`config.mk`:
```
export PLATFORM = sky130hd
export DESIGN_NAME = mio_bridge
export DESIGN_NICKNAME = d
export VERILOG_FILES = /design/src/rtl/mio_bridge_pkg.sv /design/src/rtl/mio_bridge.sv
export SDC_FILE = /design/constraint.sdc
export NUM_CORES = 1
export LEC_CHECK = 0
export CAP_MARGIN = 20
export CORE_MARGIN = 2
export CORE_UTILIZATION = 42
export DETAILED_ROUTE_END_ITERATION = 8
export PLACE_DENSITY_LB_ADDON = 0.08
export REMOVE_ABC_BUFFERS = 1
export SKIP_LAST_GASP = 1
export SLEW_MARGIN = 20
export SYNTH_ARGS = -nofsm -noshare
export SYNTH_HDL_FRONTEND = slang
export SYNTH_SLANG_ARGS = --single-unit
```
`constraint.sdc`:
```
create_clock -name clk -period 2.2 [get_ports clk]
set_input_delay 0.44 -clock clk [delete_from_list [all_inputs] [get_ports clk]]
set_output_delay 0.44 -clock clk [all_outputs]
set_load 0.05 [all_outputs]
```
`src/rtl/mio_bridge_pkg.sv`:
```
// Shared state encoding and address/error defaults for the CPU memory/IO bridge.
package mio_bridge_pkg;

    typedef enum logic [2:0] {
        ST_IDLE,
        ST_RAM,
        ST_PER,
        ST_DONE,
        ST_TURN
    } state_t;

    localparam logic [3:0]  PER_BASE_DEF = 4'hE;
    localparam logic [31:0] ERR_DATA_DEF = 32'hDEAD_BEEF;

    function automatic logic is_per_space(input logic [31:0] a, input logic [3:0] base);
        return a[31:28] >= base;
    endfunction

endpackage

```
`src/rtl/mio_bridge.sv`:
```
// Routes one CPU access at a time to a fixed-latency RAM or a req/ack peripheral; RAM completes in RAM_LAT+1 cycles.
// The CPU stalls on MIO_ready; peripheral waits are bounded by PER_TO, after which the access completes with an error.
module mio_bridge
    import mio_bridge_pkg::*;
#(
    parameter int          RAM_LAT  = 2,
    parameter int          PER_TO   = 16,
    parameter logic [3:0]  PER_BASE = PER_BASE_DEF,
    parameter logic [31:0] ERR_DATA = ERR_DATA_DEF
) (
    input  logic        clk,
    input  logic        reset,
    input  logic        MemRead,
    input  logic        MemWrite,
    input  logic        CPU_MIO,
    input  logic [31:0] addr,
    input  logic [31:0] Data_out,
    output logic [31:0] Data_in,
    output logic        MIO_ready,
    output logic [29:0] ram_addr,
    output logic        ram_we,
    output logic [31:0] ram_din,
    input  logic [31:0] ram_dout,
    output logic        per_req,
    output logic        per_we,
    output logic [31:0] per_addr,
    output logic [31:0] per_wdata,
    input  logic [31:0] per_rdata,
    input  logic        per_ack,
    output logic        bus_err
);

    localparam int CNT_MAX = (RAM_LAT > PER_TO) ? RAM_LAT : PER_TO;
    localparam int CW      = $clog2(CNT_MAX + 1);

    localparam logic [CW-1:0] RAM_LAST = CW'(RAM_LAT);
    localparam logic [CW-1:0] PER_LAST = CW'(PER_TO);
    localparam logic [CW-1:0] CNT_SAT  = {CW{1'b1}};

    state_t        state;
    logic [CW-1:0] cnt;
    logic          wr_l;

    always_ff @(posedge clk) begin
        if (reset) begin
            state     <= ST_IDLE;
            cnt       <= '0;
            wr_l      <= 1'b0;
            Data_in   <= '0;
            MIO_ready <= 1'b0;
            ram_addr  <= '0;
            ram_we    <= 1'b0;
            ram_din   <= '0;
            per_req   <= 1'b0;
            per_we    <= 1'b0;
            per_addr  <= '0;
            per_wdata <= '0;
            bus_err   <= 1'b0;
        end else begin
            ram_we    <= 1'b0;
            MIO_ready <= 1'b0;
            case (state)
                ST_IDLE: begin
                    if (CPU_MIO && (MemRead || MemWrite)) begin
                        // A simultaneous read+write is serviced as a write and flagged.
                        wr_l <= MemWrite;
                        cnt  <= CW'(1);
                        if (MemRead && MemWrite)
                            bus_err <= 1'b1;
                        if (is_per_space(addr, PER_BASE)) begin
                            per_req   <= 1'b1;
                            per_we    <= MemWrite;
                            per_addr  <= addr;
                            per_wdata <= Data_out;
                            state     <= ST_PER;
                        end else begin
                            ram_addr <= addr[31:2];
                            ram_din  <= Data_out;
                            ram_we   <= MemWrite;
                            state    <= ST_RAM;
                        end
                    end
                end
                ST_RAM: begin
                    if (cnt >= RAM_LAST) begin
                        if (!wr_l)
                            Data_in <= ram_dout;
                        MIO_ready <= 1'b1;
                        state     <= ST_DONE;
                    end else begin
                        cnt <= (cnt == CNT_SAT) ? cnt : cnt + CW'(1);
                    end
                end
                ST_PER: begin
                    // An ack landing on the timeout cycle takes priority over the error.
                    if (per_ack) begin
                        if (!wr_l)
                            Data_in <= per_rdata;
                        per_req   <= 1'b0;
                        per_we    <= 1'b0;
                        MIO_ready <= 1'b1;
                        state     <= ST_DONE;
                    end else if (cnt >= PER_LAST) begin
                        if (!wr_l)
                            Data_in <= ERR_DATA;
                        bus_err   <= 1'b1;
                        per_req   <= 1'b0;
                        per_we    <= 1'b0;
                        MIO_ready <= 1'b1;
                        state     <= ST_DONE;
                    end else begin
                        cnt <= (cnt == CNT_SAT) ? cnt : cnt + CW'(1);
                    end
                end
                ST_DONE: state <= ST_TURN;
                // The controller may still be driving its strobes here.
                ST_TURN: state <= ST_IDLE;
                default: state <= ST_IDLE;
            endcase
        end
    end

endmodule

```
==> impl_metrics.py <==
metrics = {
    "clock_network": {
        "htreeDepth": 4,
        "cts_tree": "yes",
        "ctsLongestPathBuffers": 2,
        "cts_sinks": 172,
        "clock-root-buffer": "clkbuf_16",
        "clk_latency_ns": 0.43,
        "clkTransAtPathRegs_ns": 0.06,
        "hold_buffers": 0,
        "numCtsBuffers": 17,
    },
    "timing": {
        "worst_pin_slew_ns": 0.584,
        "final.period_utilization": 0.940,
        "fmax_ghz": 0.484,
        "final-setup-viol-count": 0,
        "slew_viol_final": 0,
        "setup_slack_ns": 0.133,
        "period_minus_slack_ns": 2.07,
        "clock_skew_ns": 0.0118,
        "slew_headroom": 0.609,
        "finalHoldViolCount": 0,
        "holdWs_ns": 0.452,
    },
    "critical_path": {
        "worstSetupEndpointType": "output port",
        "worst-path-buf-inv": 1,
        "worstSetupPathType": "flop to output port",
        "crit_family": "buffers and inverters",
        "crit_arrival_ns": 1.63,
        "worstSetupStartpointType": "flop",
        "path_cells": "clkdlybuf4s50_1",
        "cp.required_ns": 1.76,
        "worstPathMaxFanout": 2,
        "cpPeakStageDelay_ns": 0.86,
        "crit_slowest_cell": "clkdlybuf4s50_1",
    },
    "grt": {
        "busiest_layer": "met2",
        "antenna_found_initial": 0,
        "first_global_vias": 6024,
        "met3_usage": 0.0857,
        "grt_max_degree": 77,
        "track_usage": 0.235,
        "use_met2": 0.373,
        "overflow": 0,
        "grt_pass1_wl_mm": 32.7,
        "use_met1": 0.288,
    },
    "place": {
        "hpwl_mm": 14.2,
        "gp_congestion": 0.783,
        "dp_slack_ns": 0.0305,
        "port_buffers": 296,
    },
    "die": {
        "rows": 46,
        "boundaryPins": 297,
        "dieArea_um2": 17400,
        "initial_core_util": 0.431,
        "die_w_um": 132,
        "core-area_um2": 15900,
        "die_y_um": 132,
    },
    "synthesis": {
        "yosysTopAreaCellShare": 0.501,
        "ys_seq_elements": 172,
        "ys.flop_type": "dfxtp_1",
        "syn_avg_cell_area_um2": 8.38,
        "synth_top_cell_by_area": "dfxtp_1",
        "synth.area.top_cells": "dfxtp_1 (50%), nand2_1 (15%), a21oi_1 (9.5%)",
        "synth_cell_types": 52,
        "syn_area_um2": 6880,
        "seq_area_frac_synth": 0.501,
        "synth_warnings": 0,
        "ys_async_sr_fraction": 0,
        "synth-edff-count": 0,
        "syn_inst": 820,
    },
    "detailed_routing": {
        "routed_via_density": 5.00,
        "drt_wl_total_mm": 20.6,
        "ant_nets": 0,
        "route.detailed.drc": 0,
        "dr.pass1.iters": 4,
        "drt_iter0_markers": 381,
        "vias": 6614,
        "avgRoutedWirePerCell_um": 15.6,
    },
    "cells_and_area": {
        "antenna_cells": 0,
        "syn2layout_area_growth_pct": 55.3,
        "fin_nets": 1232,
        "final_util": 0.670,
        "layout-drive-gt1-share": 0.0668,
    },
    "hold_path": {
        "hp-class": "flop to flop",
    },
    "power": {
        "p_total_mw": 8.14,
        "powerDensity_nw_per_um2": 762,
        "p_leak_nw": 3.89,
        "irDropWorstVdd_uv": 578,
    },
    "outcome": {
        "status": "finished, final reports clean",
    },
    "job": {
        "drv_cap": 0,
    },
}
power breakdown:
group | internal, mW | switching [mW]
Clock | 1.68 | 1.23
Combinational | 0.745 | 1.11
Sequential | 3.28 | 0.0903
Total | 5.71 | 2.43
layout make-up:
cell class	count	area (um2)
clock inverter	8	82.6
sequential	172	3440
clock buffer	24	492
timing repair buffer	323	3290
multi-input combinational	576	3090
inverter	5	18.8
fill	1370	5260
tap	216	270
layer usage:
layer	share of wire	up-vias	routed length (um)
li1	-	3318	-
met2	0.46	274	9450
met5	0	-	0
met4	0.028	0	571
met3	0.098	35	2030
met1	0.42	2987	8590
flip-flops by register name, summed over array words and instances (netlist names):
name and flops:
Data_in 32, per_addr 32, per_wdata 32, ram_din 32, ram_addr 30, cnt 5, state 3, MIO_ready 1
bus_err 1, per_req 1, per_we 1, ram_we 1, wr_l 1
worst paths after layout:
kind / end / cells after the start / slack, ns / from
worst max register to register: cnt[3] / 7 / 0.16 / cnt[1]
worst min register to register: ram_addr[3] / 2 / 0.45 / ram_addr[3]
worst min-delay path: ram_addr[3] / 2 / 0.45 / ram_addr[3]
worst max-delay path: per_wdata[8] / 1 / 0.13 / per_wdata[8]
cell families after synthesis:
family | count (synthesis) | synth area share
mux | 32 | 0.0513
simple gates | 358 | 0.229
buf+inv | 72 | 0.0553
fa+ha+maj | 3 | 0.00546
xor+xnor | 1 | 0.00127
flops | 172 | 0.501
compound gates | 182 | 0.157
cell usage after synthesis (2+ instances only):
library cell and number:
nor2_1 14, or2_2 2, dfxtp_1 172, a21oi_1 131, o21a_1 3, buf_4 6, a32o_1 3, buf_6 9
mux2_1 2, mux2_4 6, nor3b_2 2, nor2b_1 9, nor3_1 3, o21ai_0 2, nand4_1 3, clkbuf_1 46
o211ai_1 24, nand3b_1 24, ha_1 3, o41ai_1 2, nand2_1 274, mux2i_1 24, buf_2 3, and3_1 4
buf_1 2, inv_1 5, nand3_1 14, o221a_1 3, a311o_1 2
layout by cell type (no fill, tap or decap), drive strengths merged, types with 9 or more instances in the layout:
master and instances:
clkbuf 24, nand3b 24, dfxtp 172, clkdlybuf4s50 295, a21oi 131, nor2b 9, o211ai 24, mux2i 24
nor2 14, buf 28, nand3 14, nand2 274
what timing repair did:
item | 4_1_cts | 5_1_grt
resized for setup | 0 | 2
buffers inserted | 0 | 0
setup endpoints to repair | 0 | 22
per-stage QoR:
stage	setup TNS (ns)	instances	cell area, um2
6_report	0	1324	10700
5_1_grt	-0.0139	1324	10700
4_1_cts	0	1324	10700
3_5_place_dp	0	1292	10100
3_3_place_gp	0	1292	10100
2_1_floorplan	-184.86	753	6510
Power figures use the tool's default switching activity.
